<file path="src/rtl/disp_pkg.sv">
// Shared types and constants for the display operand-entry path.
package disp_pkg;

    typedef enum logic [1:0] {
        BLANK = 2'd0,
        SHOW  = 2'd1,
        OVF   = 2'd2
    } disp_state_t;

    localparam logic signed [7:0] SAT_MAX = 8'sd127;
    localparam logic signed [7:0] SAT_MIN = -8'sd128;

    localparam int KEY_CLEAR = 0;
    localparam int KEY_LOAD  = 1;
    localparam int KEY_ADD   = 2;

endpackage

</file>
<file path="src/rtl/disp_input_ctrl_key_debounce.sv">
// Push-button conditioner: 2-FF synchroniser, stability counter, one-cycle press pulse.
module key_debounce #(
    parameter int DEBOUNCE_CYCLES = 500000
) (
    input  logic clk,
    input  logic rst_n,
    input  logic key_n,
    output logic pressed
);

    localparam int CNT_W = $clog2(DEBOUNCE_CYCLES) + 1;
    localparam logic [CNT_W-1:0] CNT_MAX = CNT_W'(DEBOUNCE_CYCLES);

    logic             sync_q1;
    logic             sync_q2;
    logic             level;
    logic [CNT_W-1:0] cnt;

    // The level flips one edge after the count is reached, so the pulse lands
    // in the cycle after that edge and the top updates one edge later.
    always_ff @(posedge clk or negedge rst_n) begin
        if (!rst_n) begin
            sync_q1 <= 1'b1;
            sync_q2 <= 1'b1;
            level   <= 1'b1;
            cnt     <= '0;
            pressed <= 1'b0;
        end else begin
            sync_q1 <= key_n;
            sync_q2 <= sync_q1;
            pressed <= 1'b0;
            if (sync_q2 == level) begin
                cnt <= '0;
            end else if (cnt == CNT_MAX) begin
                level   <= sync_q2;
                cnt     <= '0;
                pressed <= ~sync_q2;
            end else begin
                cnt <= cnt + 1'b1;
            end
        end
    end

endmodule

</file>
<file path="src/rtl/disp_input_ctrl.sv">
// Operand entry/hold stage feeding disp_decimal: debounced keys, saturating add, overflow blink.
module disp_input_ctrl
    import disp_pkg::*;
#(
    parameter int DEBOUNCE_CYCLES = 500000,
    parameter int BLINK_CYCLES    = 12500000
) (
    input  logic       clk,
    input  logic       rst_n,
    input  logic [7:0] sw,
    input  logic       key_load_n,
    input  logic       key_add_n,
    input  logic       key_clear_n,
    output logic [7:0] x,
    output logic       enable,
    output logic       ovf
);

    localparam int BLINK_W = $clog2(BLINK_CYCLES) + 1;
    localparam logic [BLINK_W-1:0] BLINK_LAST = BLINK_W'(BLINK_CYCLES - 1);

    logic [2:0] press;

    key_debounce #(.DEBOUNCE_CYCLES(DEBOUNCE_CYCLES)) u_key_clear (
        .clk(clk), .rst_n(rst_n), .key_n(key_clear_n), .pressed(press[KEY_CLEAR])
    );
    key_debounce #(.DEBOUNCE_CYCLES(DEBOUNCE_CYCLES)) u_key_load (
        .clk(clk), .rst_n(rst_n), .key_n(key_load_n), .pressed(press[KEY_LOAD])
    );
    key_debounce #(.DEBOUNCE_CYCLES(DEBOUNCE_CYCLES)) u_key_add (
        .clk(clk), .rst_n(rst_n), .key_n(key_add_n), .pressed(press[KEY_ADD])
    );

    disp_state_t        state_q, state_d;
    logic [7:0]         x_q, x_d;
    logic [BLINK_W-1:0] blink_cnt_q, blink_cnt_d;
    logic               blink_on_q, blink_on_d;
    logic signed [8:0]  sum;

    assign sum = $signed({x_q[7], x_q}) + $signed({sw[7], sw});

    always_ff @(posedge clk or negedge rst_n) begin
        if (!rst_n) begin
            state_q     <= BLANK;
            x_q         <= '0;
            blink_cnt_q <= '0;
            blink_on_q  <= 1'b1;
        end else begin
            state_q     <= state_d;
            x_q         <= x_d;
            blink_cnt_q <= blink_cnt_d;
            blink_on_q  <= blink_on_d;
        end
    end

    // x is 0 in BLANK, so the same sum covers the add-from-blank case.
    always_comb begin
        state_d     = state_q;
        x_d         = x_q;
        blink_cnt_d = '0;
        blink_on_d  = 1'b1;

        if (state_q == OVF) begin
            if (blink_cnt_q == BLINK_LAST) begin
                blink_cnt_d = '0;
                blink_on_d  = ~blink_on_q;
            end else begin
                blink_cnt_d = blink_cnt_q + 1'b1;
                blink_on_d  = blink_on_q;
            end
        end

        if (press[KEY_CLEAR]) begin
            state_d = BLANK;
            x_d     = '0;
        end else if (press[KEY_LOAD]) begin
            state_d = SHOW;
            x_d     = sw;
        end else if (press[KEY_ADD]) begin
            if (sum > 9'sd127) begin
                state_d     = OVF;
                x_d         = SAT_MAX;
                blink_cnt_d = '0;
                blink_on_d  = 1'b1;
            end else if (sum < -9'sd128) begin
                state_d     = OVF;
                x_d         = SAT_MIN;
                blink_cnt_d = '0;
                blink_on_d  = 1'b1;
            end else begin
                state_d = SHOW;
                x_d     = sum[7:0];
            end
        end
    end

    assign x      = x_q;
    assign enable = (state_q == SHOW) || ((state_q == OVF) && blink_on_q);
    assign ovf    = (state_q == OVF);

endmodule

</file>
<file path="config.mk">
export PLATFORM = sky130hd
export DESIGN_NAME = disp_input_ctrl
export DESIGN_NICKNAME = d
export VERILOG_FILES = /design/src/rtl/disp_pkg.sv /design/src/rtl/disp_input_ctrl_key_debounce.sv /design/src/rtl/disp_input_ctrl.sv
export SDC_FILE = /design/constraint.sdc
export NUM_CORES = 1
export LEC_CHECK = 0
export ABC_AREA = 1
export CAP_MARGIN = 25
export CORE_MARGIN = 2
export CORE_UTILIZATION = 35
export CTS_CLUSTER_DIAMETER = 50
export DETAILED_ROUTE_END_ITERATION = 8
export PLACE_DENSITY = 0.54
export SYNTH_ARGS = -nofsm -noshare
export SYNTH_HDL_FRONTEND = slang
export SYNTH_SLANG_ARGS = --single-unit
</file>
<file path="constraint.sdc">
create_clock -name clk -period 3.02 [get_ports clk]
set_input_delay 0.302 -clock clk [delete_from_list [all_inputs] [get_ports clk]]
set_output_delay 0.302 -clock clk [all_outputs]
set_load 0.1 [all_outputs]
</file>
==> run metrics, run 1 <==
status finished clean; final worst path period need 2.24 ns; first-pass GRT wire length approximately 23000 microns; post-DR vias/cell ~4.7; dominant synthesized flop cell dfrtp_1; vias in the first global route ~5000; RSZ-0062 raised after global routing false; largest area contributor in the netlist dfrtp_1; CP Capture Type flip-flop; Synth Instances a little over 800; Clock Latency Late Sink around 0.36 ns; drt total wl 13200 microns; leakage ~3.1 nW; Psw ~0.0007 W; Logic pwr share approximately 6.3%; total clock sinks 108; initial antenna violation count 0; grt ovf 0; Die Width ~140 microns; fin worst setup slack around 0.78 ns; internal power around 0.0021 W; post-CTS setup buffer count 0; routability cong. roughly 0.85; critical path peak fanout 24; CP startpoint kind input pin; Placed Area between 6000 and 7000 sq um; switching share of power 25.0%; initial DRC count between 200 and 300; io pins 23; fin cells around 1100; Syn Area/Cell 7.64 sq um; synthesis-to-layout area growth 12.1%; H-Tree Depth 3; post-CTS sizing 0; aggregate global-route resource usage roughly 16%; number of distinct library cells after synthesis 38; Post-synth EDFFs 0; Cell Pwr Density about 400 nW/um^2; Synthesized Nets 841; Slew Viols, Final 0; Tcrit/Tclk final 74.2%; root buf cell clkbuf_16; CP arrival between 2 and 3 ns; Reg power frac about 53%; CTS tree built; Design Power 0.00279 W; power share of the clock group between 40% and 50%; most frequent cell after synthesis nand2_1; Routed Antenna Nets 0; Initial Utilization approximately 36%; Detailed Routing Iterations Pass 1 4; post-synthesis sequential area ratio a little over two fifths; worst slew pin tran approximately 0.62 ns; fmax around 450 MHz; share of cells above drive strength 1 7.55%; Die ar. approximately 19000 sq um; Post-CTS Hold Fix Bufs 1; DP Cell Count around 1100; Num CTS Buffers 9; Vert. Die Dim between 100 and 150 microns; row count between 40 and 50; Setup WS pre-CTS just under 0.4 ns; via count 5012; DP Wirelength just under 10000 microns; DRC Markers 0; WL/cell roughly 12 microns; synth cell count leaders nand2_1 (181), nor2_1 (161), inv_1 (104), dfrtp_1 (98), xor2_1 (44); WS Path Type in -> reg; total negative slack 0 ns; Relative slew margins 58.6%; Final Setup Violations 0; post-synth top area share around two fifths; Crit path required time 3.30 ns; Synth Warn # 0; peak supply drop between 0.2 and 0.3 mV; Bufs on Longest Clock Path 2; Worst-path clk slew about 0.07 ns; Max-cap violations 0; Cell Area, Synth ~6200 sq um; Nets 872; Synth Register Bits roughly 110; ANT cells 0; Design Area, Final 6960 sq um; Final Hold Fails 0; core area approximately 17000 sq um; Buffers on Ports 22; Hold Crit Class in -> reg; asr flop ratio synth 100%; worst clock skew 0.00869 ns; FILL cells 1824; pin count of the biggest net entering global routing between 60 and 70; top post-synthesis cells by area dfrtp_1 (40%), nand2_1 (11%), nor2_1 (9.7%), inv_1 (6.3%), xor2_1 (6.2%)
per-stage QoR:
step	hold WS, ns	util, %
floorplan	0.00641	-
global placement	0.360	38.6
CTS	0.328	40.2
detailed placement	0.356	38.6
finish	0.344	40.2
global route	0.338	40.2
sequential cells by signal, summed over array words and instances, names as in the netlist, 2 cells and up:
signal and cells:
blink_cnt_q 25, u_key_add.cnt 20, u_key_clear.cnt 20, u_key_load.cnt 20, x 8, state_q 2
power groups by stage:
stage          logic (W)  clock network, W  registers [W]
2_1_floorplan   0.000103                 0        0.00150
3_3_place_gp    0.000181                 0        0.00150
3_5_place_dp    0.000180                 0        0.00150
4_1_cts         0.000182           0.00120        0.00147
5_1_grt         0.000205           0.00125        0.00148
6_report        0.000176           0.00114        0.00147
metal layers:
metal	wire length [microns]	part of all wire, %	GRT usage [%]
met2	5970	45	25.5
met1	6540	50	20.6
met3	455	3.4	3.13
met4	242	1.8	5.33
met5	0	0	0
final timing paths:
path | slack [ns] | to | startpoint | cells after the start
min | 0.34 | u_key_clear.sync_q1 | key_clear_n | 1
max in group asynchronous | 1.73 | blink_on_q | rst_n | 3
max | 0.78 | blink_cnt_q[3] | sw[0] | 15
min reg2reg | 0.36 | u_key_load.sync_q2 | u_key_load.sync_q1 | 0
max reg2reg | 0.82 | blink_cnt_q[3] | x[0] | 14
min in group asynchronous | 0.50 | u_key_add.cnt[6] | rst_n | 2
layout by cell type, fill, tap and decap left out, drive strengths merged, types with 7 or more instances in the layout:
cell,instances
nand2,189
nor2,168
inv,108
dfrtp,98
xor2,44
nor3,41
nand3,39
nand4,30
ha,15
xnor2,13
buf,13
nor4,12
clkdlybuf4s50,11
dfstp,10
clkbuf,10
o21ai,9
a21oi,9
clkinv,7
worst max-delay path, cell delays in order:
cell and delay (ns):
clkdlybuf4s50_1 0.48, ha_1 0.18, inv_1 0.06, fa_1 0.40, inv_1 0.07, nand2_1 0.04
nand2_1 0.07, nand4_1 0.10, nand2_1 0.10, nand2_1 0.11, nand2_4 0.15, nand2_4 0.08
nand2_4 0.07, nand2_4 0.16, nor2_1 0.16
logic make-up (layout without fill, tap and decap cells):
family | count (synthesis) | after routing | share of synthesized area, %
AND/OR/NAND/NOR | 492 | 492 | 35.3
buffers and inverters | 114 | 150 | 7.18
flip-flops | 108 | 108 | 43.7
XOR/XNOR | 57 | 57 | 8.04
AO/OA/AOI/OAI | 25 | 25 | 2.36
adder cells (fa/ha/maj) | 16 | 16 | 3.35
final cells by class:
class	count	area, sq um	area share [%]
repair buffers	25	230	3.31
well taps	225	282	4.04
flip-flops and latches	108	2720	39.0
multi-input cells	590	3050	43.8
clock inverters	6	48.8	0.701
clock buffers	10	229	3.29
inverters	109	409	5.88
Note: power is estimated with default switching activity, not from simulation.
==> run 2, diff against run 1 <==
==> constraint.sdc (replaced) <==
create_clock -name clk -period 2.1 [get_ports clk]
set_input_delay 0.21 -clock clk [delete_from_list [all_inputs] [get_ports clk]]
set_output_delay 0.21 -clock clk [all_outputs]
set_load 0.1 [all_outputs]
==> run 2 against run 1 <==
Net effect:
- sequential share of layout area is 1.8 points lower
- sequential power grew 44%
- combinational power rose by 70%
- utilization grew 2.2 points
- largest power group unchanged
- critical endpoint is now blink_cnt_q[2]
- via count rose by 2.6%
==> run metrics, run 2 (same netlist as run 1, synthesis figures left out) <==
grt ovf 0 (unchanged); Bufs on Longest Clock Path 2 (unchanged); Cell Pwr Density 558 nW/um^2 (+39%); total negative slack 0 ns (unchanged); Design Area, Final 7340 sq um (+5.4%); root buf cell clkbuf_16; WP depth 13 (-2); most frequent cells in the layout nand2_1 (176), nor2_1 (149), inv_1 (102), dfrtp_1 (90), xor2_1 (44); Num CTS Buffers 9 (unchanged); Crit path largest cell delay 0.45 ns (-0.03 ns); Design Power 0.00409 W (+47%); Crit path required time 2.34 ns (-0.96 ns); CP arrival 2.24 ns (-0.28 ns); delay-heaviest family, CP simple AND/OR/NAND/NOR gates; Hold Crit Class in -> async; DP Wirelength 9750 microns (+1.2%); row count 48 (unchanged); fin util 42.4% (+2.2 points); Final Setup Violations 0 (unchanged); worst slew pin tran 0.450 ns (-0.171 ns); final worst path period need about 2.0 ns; RSZ-0062 raised after global routing true; Die ar. 18800 sq um (unchanged); initial DRC count 267 (+2.7%); routability cong. 0.835 (-1.8%); crit path cell chain ha_4 > inv_2 > fa_2 > inv_2 > nand2_2 > nand2_2 > nand4_1 > a21boi_1 > nand2_1 > nand2_4 > nand2_8 > nand2_8 > nor2_1; max reg flops 25 (unchanged); via count 5144 (+2.6%); total clock sinks 108 (unchanged); DP Cell Count 1081 (+2.4%); CP startpoint kind flip-flop; worst clock skew 0.00796 ns (-0.000735 ns); critical path peak fanout 12 (-50%); synthesis-to-layout area growth 18.2%; Relative slew margins 69.8% (+11 points); WP buf/inv 2 (-1); Worst-path clk slew 0.08 ns (about the same); Nets 900 (+3.2%); CP max stage cell dfrtp_4; Die Width 137 microns (unchanged); leakage 3.24 nW (+4.3%); Detailed Routing Iterations Pass 1 6 (+2); drt total wl 13600 microns (+2.6%); WS Path Type reg -> reg; Vert. Die Dim 137 microns (unchanged); Tcrit/Tclk final between 90% and 100%; io pins 23 (unchanged); status finished clean; fin cells 1101 (+2.6%); core area 17300 sq um (unchanged); peak supply drop 0.389 mV (+33%); share of cells above drive strength 1 13.9% (+6.4 points); post-DR vias/cell 4.67 (about the same); initial antenna violation count 0 (unchanged); fmax between 500 and 600 MHz; Routed Antenna Nets 0 (unchanged); Max-cap violations 0 (unchanged); vias in the first global route 5113 (+2.8%); WL/cell 12.3 microns (about the same); Slew Viols, Final 0 (unchanged); Clock Latency Late Sink 0.35 ns (about the same); pin count of the biggest net entering global routing 75 (+21%); aggregate global-route resource usage 15.7% (+0.12 points); Placed Area 6910 sq um (+3.6%); Initial Utilization 35.9% (unchanged); commonest non-fill, non-tap cell in the layout nand2_1; H-Tree Depth 3 (unchanged); CTS tree built; Most flops, register blink_cnt_q; ANT cells 0 (unchanged); first-pass GRT wire length 23800 microns (+2.1%); DRC Markers 0 (unchanged); Buffers on Ports 22 (unchanged); CP Capture Type flip-flop; R2R cell count 13 (-1); Final Hold Fails 0 (unchanged)
## run 2: cell count changes in the layout (fill, tap and decap cells not counted), moves of 4 or more
cell     previous run  this run
buf_4              12        35
dfrtp_1            98        90
dfrtp_2             0         6
nand2_1           181       176
nand2_2             4         8
nor2_1            161       149
nor2_2              4        13
## run 2: power by group
group	switching, W	internal [W]	total, W
clock	0.000821	0.000855	0.00168
combinational	0.000176	0.000123	0.000300
sequential	0.0000169	0.00210	0.00212
total	0.00101	0.00308	0.00409
## run 2: final cells by class
cell class	instances	area, sq um
clock buffers	11	243
repair buffers	51	445
well taps	225	282
fillers	1804	9960
multi-input cells	592	3190
inverters	109	409
flip-flops and latches	108	2730
clock inverters	5	43.8
## run 2: through the flow
stage          hold WS, ns  worst slack (ns)
2_1_floorplan      -0.0856           -0.0314
3_3_place_gp        0.0635            -0.267
3_5_place_dp        0.0630            -0.272
4_1_cts              0.209            0.0372
5_1_grt              0.233           -0.0749
6_report             0.222             0.101
## run 2: path summary, 6_finish.rpt
path                                           from                  end  slack [ns]
worst min-delay path                          rst_n     u_key_add.cnt[6]        0.22
worst min register to register  u_key_clear.sync_q1  u_key_clear.sync_q2        0.36
min in group clk                         key_load_n   u_key_load.sync_q1        0.25
max in group asynchronous                     rst_n           blink_on_q        1.21
worst max register to register                 x[0]       blink_cnt_q[2]        0.10
worst max-delay path                           x[0]       blink_cnt_q[2]        0.10
## run 2: routing by layer
layer  vias to the layer above  wire length, microns  GRT usage, %
li1                       2688                     -             -
met1                      2360                  6600          21.0
met2                        79                  6290          25.8
met3                        17                   483          2.80
met4                         0                   187          5.10
met5                         -                     0             0
## run 2: repair_timing
item	4_1_cts	5_1_grt
hold buffers	1	0
buffers inserted	0	1
endpoints found under the setup margin	0	34
gates resized for setup	0	27
endpoints found under the hold margin	8	0
==> run 3, diff against run 2 <==
--- a/config.mk
+++ b/config.mk
@@ -12,6 +12,7 @@
 export CTS_CLUSTER_DIAMETER = 50
 export DETAILED_ROUTE_END_ITERATION = 8
 export PLACE_DENSITY = 0.54
+export SLEW_MARGIN = 0
 export SYNTH_ARGS = -nofsm -noshare
 export SYNTH_HDL_FRONTEND = slang
 export SYNTH_SLANG_ARGS = --single-unit
==> results of run 3 <==
Final layout, timing and power as in run 2 (identical DEF).
